File: config.mk
export PLATFORM = sky130hd
export DESIGN_NAME = clk_period_meter
export DESIGN_NICKNAME = d
export VERILOG_FILES = /design/src/rtl/clk_period_meter.sv
export SDC_FILE = /design/constraint.sdc
export NUM_CORES = 1
export LEC_CHECK = 0
export ABC_AREA = 1
export BUFFER_PORTS_ARGS = -buffer_cell sky130_fd_sc_hd__buf_2
export CORE_MARGIN = 5
export CORE_UTILIZATION = 48
export CTS_CLUSTER_DIAMETER = 120
export CTS_CLUSTER_SIZE = 10
export DETAILED_ROUTE_END_ITERATION = 8
export GPL_ROUTABILITY_DRIVEN = 0
export PLACE_DENSITY = 0.73
export SLEW_MARGIN = 20
export SYNTH_ARGS = -nofsm -noshare
export SYNTH_HDL_FRONTEND = slang
export SYNTH_SLANG_ARGS = --single-unit
File: constraint.sdc
create_clock -name clk -period 4.5 [get_ports clk]
set_input_delay 0.675 -clock clk [delete_from_list [all_inputs] [get_ports clk]]
set_output_delay 0.675 -clock clk [all_outputs]
set_load 0.03 [all_outputs]
File: src/rtl/clk_period_meter.sv
// clk_period_meter
//
// Measures the period and high time of a slow square wave that is
// asynchronous to clk, in clk cycles. Rising edges of the synchronized input
// start and end each measurement. A timeout flags loss of signal when no
// rising edge arrives before the period counter reaches its maximum.
//
// Ports:
//   clk        system clock; all logic on its rising edge
//   reset      asynchronous, active-low reset
//   sig_in     measured signal (asynchronous to clk)
//   period     last measured rise-to-rise distance, in clk cycles
//   high_time  clk cycles the input was high during that period
//   meas_valid one-cycle strobe when period/high_time update
//   no_signal  set on timeout, cleared by the next valid measurement
//   state_dbg  current FSM state (0 = IDLE, 1 = MEASURE)
//
// Handshake: meas_valid is a pure strobe with no ready/backpressure. A
// consumer must capture period/high_time in the cycle meas_valid is high, or
// at any time before the next strobe, since both stay stable until then.
module clk_period_meter #(
  parameter int CNT_W = 16
) (
  input  logic             clk,
  input  logic             reset,
  input  logic             sig_in,
  output logic [CNT_W-1:0] period,
  output logic [CNT_W-1:0] high_time,
  output logic             meas_valid,
  output logic             no_signal,
  output logic             state_dbg
);

  typedef enum logic {
    IDLE    = 1'b0,
    MEASURE = 1'b1
  } state_t;

  localparam logic [CNT_W-1:0] CNT_MAX = {CNT_W{1'b1}};
  localparam logic [CNT_W-1:0] CNT_ONE = {{(CNT_W-1){1'b0}}, 1'b1};

  state_t           state;
  logic             s1;
  logic             s2;
  logic             s3;
  logic             rise;
  logic [CNT_W-1:0] cnt;
  logic [CNT_W-1:0] hcnt;

  // s3 lags s2 by one cycle, so the edge detector adds the same fixed delay
  // to every rise and the rise-to-rise distance is reported exactly.
  assign rise      = s2 & ~s3;
  assign state_dbg = (state == MEASURE);

  always_ff @(posedge clk or negedge reset) begin
    if (!reset) begin
      state      <= IDLE;
      s1         <= 1'b0;
      s2         <= 1'b0;
      s3         <= 1'b0;
      cnt        <= '0;
      hcnt       <= '0;
      period     <= '0;
      high_time  <= '0;
      meas_valid <= 1'b0;
      no_signal  <= 1'b0;
    end else begin
      s1         <= sig_in;
      s2         <= s1;
      s3         <= s2;
      meas_valid <= 1'b0;

      case (state)
        IDLE: begin
          // The first rise only arms the block; there is no earlier rise to
          // measure from.
          if (rise) begin
            state <= MEASURE;
            cnt   <= CNT_ONE;
            hcnt  <= CNT_ONE;
          end
        end

        MEASURE: begin
          if (rise) begin
            // A rise takes priority over a timeout in the same cycle, so a
            // period of exactly CNT_MAX is still reported.
            period     <= cnt;
            high_time  <= hcnt;
            meas_valid <= 1'b1;
            no_signal  <= 1'b0;
            cnt        <= CNT_ONE;
            hcnt       <= CNT_ONE;
          end else if (cnt == CNT_MAX) begin
            // Timeout before the counter could wrap. hcnt never exceeds cnt,
            // so it cannot wrap either. The last results are kept.
            state     <= IDLE;
            no_signal <= 1'b1;
            cnt       <= '0;
            hcnt      <= '0;
          end else begin
            cnt <= cnt + CNT_ONE;
            if (s2) begin
              hcnt <= hcnt + CNT_ONE;
            end
          end
        end

        default: begin
          state <= IDLE;
        end
      endcase
    end
  end

endmodule

### Word level (Yosys, flattened, before mapping)

Index checks and enable logic that the tools add are counted.

* add/subtract/negate cells: 2
* equality and inequality tests: 3
* reduce and logical (&&, ||, !) cells: 4
* bitwise operators: 3
* multiplexer cells: 15

Operators with widths (number)
* two-way mux 16 bit: 6
* case mux 16 bit (2 select lines): 2
* adder 16 x 1 -> 16 bit (second input constant): 2
* == test 16 bit (second input constant): 1
* two-way mux 1 bit: 6
* AND reduction 2 bit: 3
* != test 4 x 1 -> 1 bit (second input constant): 1
* != test 2 bit (second input constant): 1
* inverter 1 bit: 2
* case mux 1 bit (2 select lines): 1
* nonzero test 2 bit: 1
* bitwise AND 1 bit: 1

* input bits: 3
* register bits after elaboration: 70
* logic and storage cells: 37

### Depth between registers and ports, before layout

Gate-level depths: netlist (run 1).

* depth after elaboration: 5
* depth in mapped cells: 9
* mapped depth without buffers: 9

### Worst setup path before layout (run 1)

OpenSTA, ideal clock, no wires.

* kind: register to register
* start: register cnt[0]
* end: register hcnt[4]
* buffers on the path: 1
* clock period less this slack: 1.558 ns
* path slack: 2.942 ns
* arrival time: 1.439 ns
* cell stages (with the launch flop): 10
* path through: dfrtp_1 -> ha_1 -> nand2_2 -> nor2_4 -> nand4_4 -> a21oi_4 -> inv_2 -> buf_6 -> nand2_1 -> nand2_1

* cells in the longest elaborated chain, start to end: 4

RTL lines
* from (decl): RTL line 47 `logic [CNT_W-1:0] cnt;`
* from (signal assigned): RTL line 102 `cnt <= cnt + CNT_ONE;`
* == test 16 bit *: RTL line 94 `end else if (cnt == CNT_MAX) begin`
* two-way mux 16 bit: RTL line 94
* two-way mux 16 bit: RTL line 85 `if (rise) begin`
* case mux 16 bit (2 select lines): RTL line 73 `case (state)`
* to (signal assigned): RTL line 104 `hcnt <= hcnt + CNT_ONE;`
* to (decl): RTL line 48 `logic [CNT_W-1:0] hcnt;`

Mark *: on every way between the ends. The rest lies on a longest branch, timed or not.
A chain may end at the register's enable or synchronous reset.

### Worst setup path in the final report (run 1)

* start: register cnt[0]
* end: register hcnt[0]

The elaborated chain is that of the path after synthesis.

==> results of run 1 <==
-- power groups by stage --
stage | Clock [W] | Combinational (W) | Sequential, W
after floorplan | 0 | 0.000105 | 0.000773
after global placement | 0 | 0.000211 | 0.000729
after detailed placement | 0 | 0.000215 | 0.000731
after CTS | 0.000570 | 0.000216 | 0.000720
after global routing | 0.000599 | 0.000237 | 0.000727
final | 0.000562 | 0.000212 | 0.000720
-- worst max-delay path by stage --
stage                 from       to  slack [ns]  cells past startpoint
floorplan           cnt[0]  hcnt[4]        2.94                      9
global placement    cnt[0]  hcnt[0]        2.52                      8
detailed placement  cnt[0]  hcnt[0]        2.43                      8
CTS                 cnt[0]  hcnt[0]        2.42                      8
global route        cnt[0]  hcnt[0]        2.15                      8
finish              cnt[0]  hcnt[0]        2.44                      8
-- routing by layer --
layer	vias to the layer above	GRT usage (%)	share of wire [%]
met5	-	0	0
met4	0	9.99	2.5
met3	18	3.69	5.0
met2	79	26.8	44
met1	1343	24.5	48
li1	1412	-	-
-- cells in the mapped netlist --
library cell               instances  area, um2
sky130_fd_sc_hd__nand2_1         121        454
sky130_fd_sc_hd__dfrtp_1          70       1750
sky130_fd_sc_hd__inv_1            41        154
sky130_fd_sc_hd__nor2_1           38        143
sky130_fd_sc_hd__o21ai_0          38        190
sky130_fd_sc_hd__nand3_1          24        120
sky130_fd_sc_hd__nand4_1          16        100
sky130_fd_sc_hd__o22ai_1           9       56.3
sky130_fd_sc_hd__xor2_1            9       78.8
sky130_fd_sc_hd__nor3_1            8       40.0
sky130_fd_sc_hd__nor2_4            7       78.8
sky130_fd_sc_hd__inv_2             5       18.8
sky130_fd_sc_hd__nand2_2           5       31.3
sky130_fd_sc_hd__buf_2             4       20.0
sky130_fd_sc_hd__clkbuf_1          4       15.0
sky130_fd_sc_hd__o21ai_1           4       20.0
sky130_fd_sc_hd__a21oi_1           2       10.0
sky130_fd_sc_hd__buf_4             2       15.0
sky130_fd_sc_hd__ha_1              2       25.0
sky130_fd_sc_hd__a21oi_4           1       16.3
sky130_fd_sc_hd__buf_6             1       11.3
sky130_fd_sc_hd__clkinv_1          1       3.75
sky130_fd_sc_hd__nand4_4           1       21.3
sky130_fd_sc_hd__o21a_1            1       7.51
sky130_fd_sc_hd__xnor2_1           1       8.76
-- final cells by class --
type | instances | area, um2
tap | 96 | 120
timing repair buffer | 38 | 193
clock inverter | 6 | 85.1
inverter | 47 | 176
fill | 656 | 2970
sequential | 70 | 1750
clock buffer | 10 | 138
multi-input combinational | 287 | 1400
-- stage by stage --
step	setup slack [ns]	power (W)	util, %	cells
after floorplan	2.94	0.000878	-	415
after global placement	2.52	0.000940	53.3	538
after detailed placement	2.43	0.000946	53.3	538
after CTS	2.42	0.00151	56.6	554
after global routing	2.15	0.00156	56.6	554
final	2.44	0.00149	56.6	554
-- cells by family after synthesis --
| kind of cell | Yosys count |
|---|---|
| AO/OA/AOI/OAI | 55 |
| flip-flops | 70 |
| AND/OR/NAND/NOR | 220 |
| buffers and inverters | 58 |
| XOR/XNOR | 10 |
| adder cells (fa/ha/maj) | 2 |
-- worst max-delay path: cells and delay by family (launching register included) --
kind,cells,cell delay (ns)
adder cells (fa/ha/maj),1,0.24
flip-flops,1,0.42
AND/OR/NAND/NOR,5,1.03
AO/OA/AOI/OAI,2,0.23
-- registers in the layout, indices dropped and copies added (netlist names) --
register,cells
meas_valid,1
state_dbg,1
s2,1
no_signal,1
high_time,16
s3,1
period,16
s1,1
cnt,16
hcnt,16
==> implementation parameters, run 1 <==
Parameter                              Value

Outcome
  Outcome    finished clean

Die
  Height of the chip    94.1 um
  Top-level port count    38
  Initial Utilization    49.6%
  Die width    94.1 um
  Core region area    6830 um2
  Total die area    8850 um2
  Number of core rows    30

Layout
  Layout cells sized above 1    15.9%
  Finished layout cell area    3860 um2
  Most frequent standard cell in the layout excluding fill and tap cells    sky130_fd_sc_hd__nand2_1
  Highest-count cells in the layout ignoring fill and taps    121 x sky130_fd_sc_hd__nand2_1, 70 x sky130_fd_sc_hd__dfrtp_1, 41 x sky130_fd_sc_hd__inv_1, 38 x sky130_fd_sc_hd__nor2_1, 38 x sky130_fd_sc_hd__o21ai_0
  Area growth from synthesis to layout    14.0%
  Layout Nets    458
  ANT cells    0

Clock network
  Root Buffer    sky130_fd_sc_hd__clkbuf_8
  Number of buffers on the longest clock path    2
  Clock sinks    70
  Worst-skew pair later-pin latency    0.35 ns
  TritonCTS clock tree    built
  Post-cts repair resize count    0
  Number of hold buffers added after CTS    0
  H-tree depth reported by CTS    3
  Clock-pin slew on the worst setup and hold paths    0.07 ns
  Number of buffers created by CTS    9
  Count of buffers added by post-CTS timing repair for setup    0

STA
  Tightest hold margin    0.348 ns
  Relative slew slack    42.5%
  Number of pins with negative max-slew slack in the final report    0
  Minimum clock period    2.06 ns
  Number of hold violations in the final report    0
  TNS Setup    0 ns
  Transition at the pin with the smallest max-transition slack    0.862 ns
  Final clock skew    0.00765 ns
  Maximum clock frequency    0.487 GHz
  Share of the clock period used by the worst path    45.7%
  Final-report setup violation count    0
  RSZ-0062 raised after global routing    false

Pwr
  Power density over the cells    387 nW/um2
  Total net switching power    0.000428 W
  Part of the total power dissipated in sequential elements    48.2%
  Part of the total power dissipated in the clock network    37.6%
  Int Pwr    0.00107 W
  VDD IR-drop max    161 uV
  Switching fraction of total power    28.6%
  Static power due to leakage    1.87 nW
  Comb pwr share    14.2%

Setup path
  Kind of end point of the critical path    flop
  Element type at the critical path start    flop
  Register-to-Register Path Depth    8
  CP max FO    12
  Critical path type    flop to flop
  Critical path data required time    4.72 ns
  Worst reg2reg endpoint    hcnt[0]
  Max incr delay on CP    0.61 ns
  CP Cell Sequence    ha_1, nand2_2, nor2_4, nand2_1, nor2_1, o21ai_0, nand2_1, o21ai_0
  Data arrival at the endpoint of the critical path    2.28 ns
  R2R Setup Slk    2.44 ns
  Critical register-to-register path startpoint    cnt[0]
  Crit-path slowest cell    sky130_fd_sc_hd__nor2_1

Routing
  Via total after detailed routing    2852
  Residual DRC count    0
  Length of the first detailed-routing pass in iterations    4
  Number of nets with antenna violations after routing    0
  Routed via count divided by cell count    5.15
  WL/cell    13.2 um
  Initial detailed-routing violation count    236
  Total routed wirelength    7330 um

Global routing
  Wire length of the first global-routing pass    12600 um
  Pin count of the biggest net entering global routing    71
  Via count of the first global-routing pass    2726
  Antenna violations before repair    0
  Overall fraction of global-route tracks in use    18.0%
  Total grt overflow    0

Synthesis
  Post-synthesis compound-gate area fraction    8.86%
  Post-synth net total    420
  Avg Cell Area, Syn    8.17 um2
  Number of storage elements in the synthesis netlist    70
  Parity-gate share of the synthesized area counting xor and xnor cells    2.58%
  Number of distinct library cells after synthesis    25
  Combinational family with the most area after synthesis    simple AND/OR/NAND/NOR gates
  Post-synthesis share of cell area spent on full adders, half adders and majority gates    0.738%
  Total number of yosys warnings    0
  Mux cell area share after synthesis    0%
  Cell count after synthesis    415
  Simple-gate share of the synthesized area    29.2%
  Netlist Area Pre-Place    3390 um2
  Sequential share of the synthesized area    51.7%

Worst hold path
  Hold EP    s2
  Depth of the worst hold-timing path    0
  Type of the most critical hold path    flop to flop
  Start point of the worst min-delay path    s1

Flow run
  Number of max-capacitance violations reported    0

Placed design
  Placed Instance Area    3640 um2
  HPWL after DPL    5130 um
  Port-buffer cells    37
(Power assumes the default switching activity.)
==> inputs of run 2 (changes only) <==
==> constraint.sdc (replaced) <==
create_clock -name clk -period 2.1 [get_ports clk]
set_input_delay 0.315 -clock clk [delete_from_list [all_inputs] [get_ports clk]]
set_output_delay 0.315 -clock clk [all_outputs]
set_load 0.03 [all_outputs]
==> implementation parameters, run 2 (synthesized netlist as in run 1, its figures left out) <==
Parameter                              Value

Outcome
  Outcome    finished clean

Die
  Core region area    6830 um2 (unchanged)
  Total die area    8850 um2 (unchanged)
  Die width    94.1 um (unchanged)
  Height of the chip    94.1 um (unchanged)
  Initial Utilization    49.6% (unchanged)
  Number of core rows    30 (unchanged)
  Top-level port count    38 (unchanged)

Routing
  Routed via count divided by cell count    5.12 (-0.52%)
  WL/cell    13.3 um (+0.20%)
  Number of nets with antenna violations after routing    0 (unchanged)
  Initial detailed-routing violation count    200 (-15%)
  Residual DRC count    0 (unchanged)
  Length of the first detailed-routing pass in iterations    5 (+1)
  Via total after detailed routing    2868 (+0.56%)
  Total routed wirelength    7430 um (+1.3%)

Setup path
  Max incr delay on CP    0.35 ns (-0.26 ns)
  Element type at the critical path start    flop
  Register-to-Register Path Depth    7 (-1)
  CP max FO    40 (+28)
  Critical register-to-register path startpoint    s2
  Kind of end point of the critical path    flop
  R2R Setup Slk    0.37 ns (-2.07 ns)
  Critical path data required time    2.37 ns (-2.35 ns)
  Crit-path slowest cell    sky130_fd_sc_hd__dfrtp_1
  Timing startpoint of the critical path    s2
  CP Cell Sequence    inv_2, nor2_4, inv_2, nor2_4, inv_2, buf_12, o21ai_0
  Critical path type    flop to flop
  Data arrival at the endpoint of the critical path    2.00 ns (-0.28 ns)
  Worst reg2reg endpoint    period[3]
  Cell repeated most along the worst path    sky130_fd_sc_hd__inv_2

Global routing
  Antenna violations before repair    0 (unchanged)
  Pin count of the biggest net entering global routing    71 (unchanged)
  Wire length of the first global-routing pass    12800 um (+1.5%)
  Total grt overflow    0 (unchanged)
  Overall fraction of global-route tracks in use    18.7% (+0.64 points)
  Via count of the first global-routing pass    2718 (-0.29%)

STA
  Share of the clock period used by the worst path    82.3% (+37 points)
  Minimum clock period    1.73 ns (-0.327 ns)
  Number of pins with negative max-slew slack in the final report    0 (unchanged)
  Number of hold violations in the final report    0 (unchanged)
  RSZ-0062 raised after global routing    false
  Maximum clock frequency    0.579 GHz (+19%)
  Final-report setup violation count    0 (unchanged)
  Final clock skew    0.00600 ns (-0.00165 ns)
  Relative slew slack    75.6% (+33 points)
  TNS Setup    0 ns (unchanged)
  Transition at the pin with the smallest max-transition slack    0.366 ns (-0.495 ns)

Pwr
  Static power due to leakage    1.90 nW (+1.5%)
  Total chip power    0.00313 W (+110%)
  VDD IR-drop max    452 uV (+180%)
  Power density over the cells    799 nW/um2 (+110%)

Placed design
  HPWL after DPL    5280 um (+2.8%)
  Port-buffer cells    37 (unchanged)

Layout
  Most frequent standard cell in the layout excluding fill and tap cells    sky130_fd_sc_hd__nand2_1
  Highest-count cells in the layout ignoring fill and taps    121 x sky130_fd_sc_hd__nand2_1, 70 x sky130_fd_sc_hd__dfrtp_1, 41 x sky130_fd_sc_hd__inv_1, 38 x sky130_fd_sc_hd__nor2_1, 38 x sky130_fd_sc_hd__o21ai_0
  ANT cells    0 (unchanged)
  Number of filler instances in the final layout    634 (-3.4%)
  Area growth from synthesis to layout    15.5%
  Layout cells sized above 1    16.4% (+0.44 points)
  Layout Nets    464 (+1.3%)

Flow run
  Number of max-capacitance violations reported    0 (unchanged)

Worst hold path
  Hold EP    s1
  Depth of the worst hold-timing path    1 (+1)
  Type of the most critical hold path    input pin to flop
  Start point of the worst min-delay path    sig_in

Clock network
  TritonCTS clock tree    built
  Number of buffers on the longest clock path    2 (unchanged)
  Worst-skew pair later-pin latency    0.36 ns (about the same)
  Number of buffers created by CTS    9 (unchanged)
  Post-cts repair resize count    0 (unchanged)
  Clock sinks    70 (unchanged)
  Count of buffers added by post-CTS timing repair for setup    0 (unchanged)
  Clock-pin slew on the worst setup and hold paths    0.07 ns (about the same)
  H-tree depth reported by CTS    3 (unchanged)
  Root Buffer    sky130_fd_sc_hd__clkbuf_8
## run 2: cell types whose count changed in the layout (fill, tap and decap cells not counted)
| cell | before | now |
|---|---|---|
| sky130_fd_sc_hd__clkinv_2 | 2 | 1 |
| sky130_fd_sc_hd__dlygate4sd3_1 | 0 | 1 |
| sky130_fd_sc_hd__clkbuf_8 | 10 | 11 |
| sky130_fd_sc_hd__buf_4 | 1 | 4 |
| sky130_fd_sc_hd__bufinv_16 | 2 | 1 |
| sky130_fd_sc_hd__clkbuf_1 | 0 | 2 |
| sky130_fd_sc_hd__clkinvlp_4 | 2 | 1 |
| sky130_fd_sc_hd__buf_12 | 0 | 2 |
## run 2: power breakdown
part,internal [W],total [W],switching [W]
clock network,0.000612,0.00111,0.000497
registers,0.00145,0.00154,0.0000874
logic,0.000148,0.000480,0.000332
total,0.00221,0.00313,0.000916
## run 2: cell type report
type | count | area (um2) | share of cell area, %
clock inverters | 3 | 42.5 | 1.09
inverters | 47 | 176 | 4.50
well taps | 96 | 120 | 3.07
multi-input cells | 287 | 1400 | 35.8
flip-flops and latches | 70 | 1750 | 44.7
clock buffers | 13 | 159 | 4.06
repair buffers | 44 | 265 | 6.77
## run 2: stage by stage
step	hold WS [ns]	worst slack (ns)	utilization, %	cell area (um2)	instances
after global placement	0.332	0.406	54.2	3700	543
final	0.0591	0.371	57.3	3920	560
after global routing	0.0533	0.183	57.3	3920	560
after floorplan	0.0194	0.542	-	3390	415
after detailed placement	0.342	0.373	54.2	3700	543
after CTS	0.0628	0.357	57.3	3920	560
## run 2: worst max path at each step
stage | end | slack (ns)
floorplan | hcnt[4] | 0.54
global placement | period[2] | 0.41
detailed placement | period[3] | 0.37
CTS | period[3] | 0.36
global route | period[11] | 0.18
finish | period[3] | 0.37
## run 2: metal layers
metal	global-route usage [%]	part of all wire (%)	wire, um	vias to the layer above
li1	-	-	-	1431
met1	26.5	49	3600	1323
met2	26.8	43	3210	100
met3	5.77	6.2	461	14
met4	6.86	1.9	144	0
met5	0	0	0	-
## run 2: worst max-delay path, delay by kind of cell (launching register included)
kind / cells / cell delay (ns)
buf+inv: 4 / 0.66
simple gates: 2 / 0.42
flops: 1 / 0.35
compound gates: 1 / 0.19
## run 2: what timing repair did
item | in CTS | in global routing
setup endpoints to repair | 0 | 0
endpoints found under the hold margin | 61 | 0
hold buffers | 1 | 0
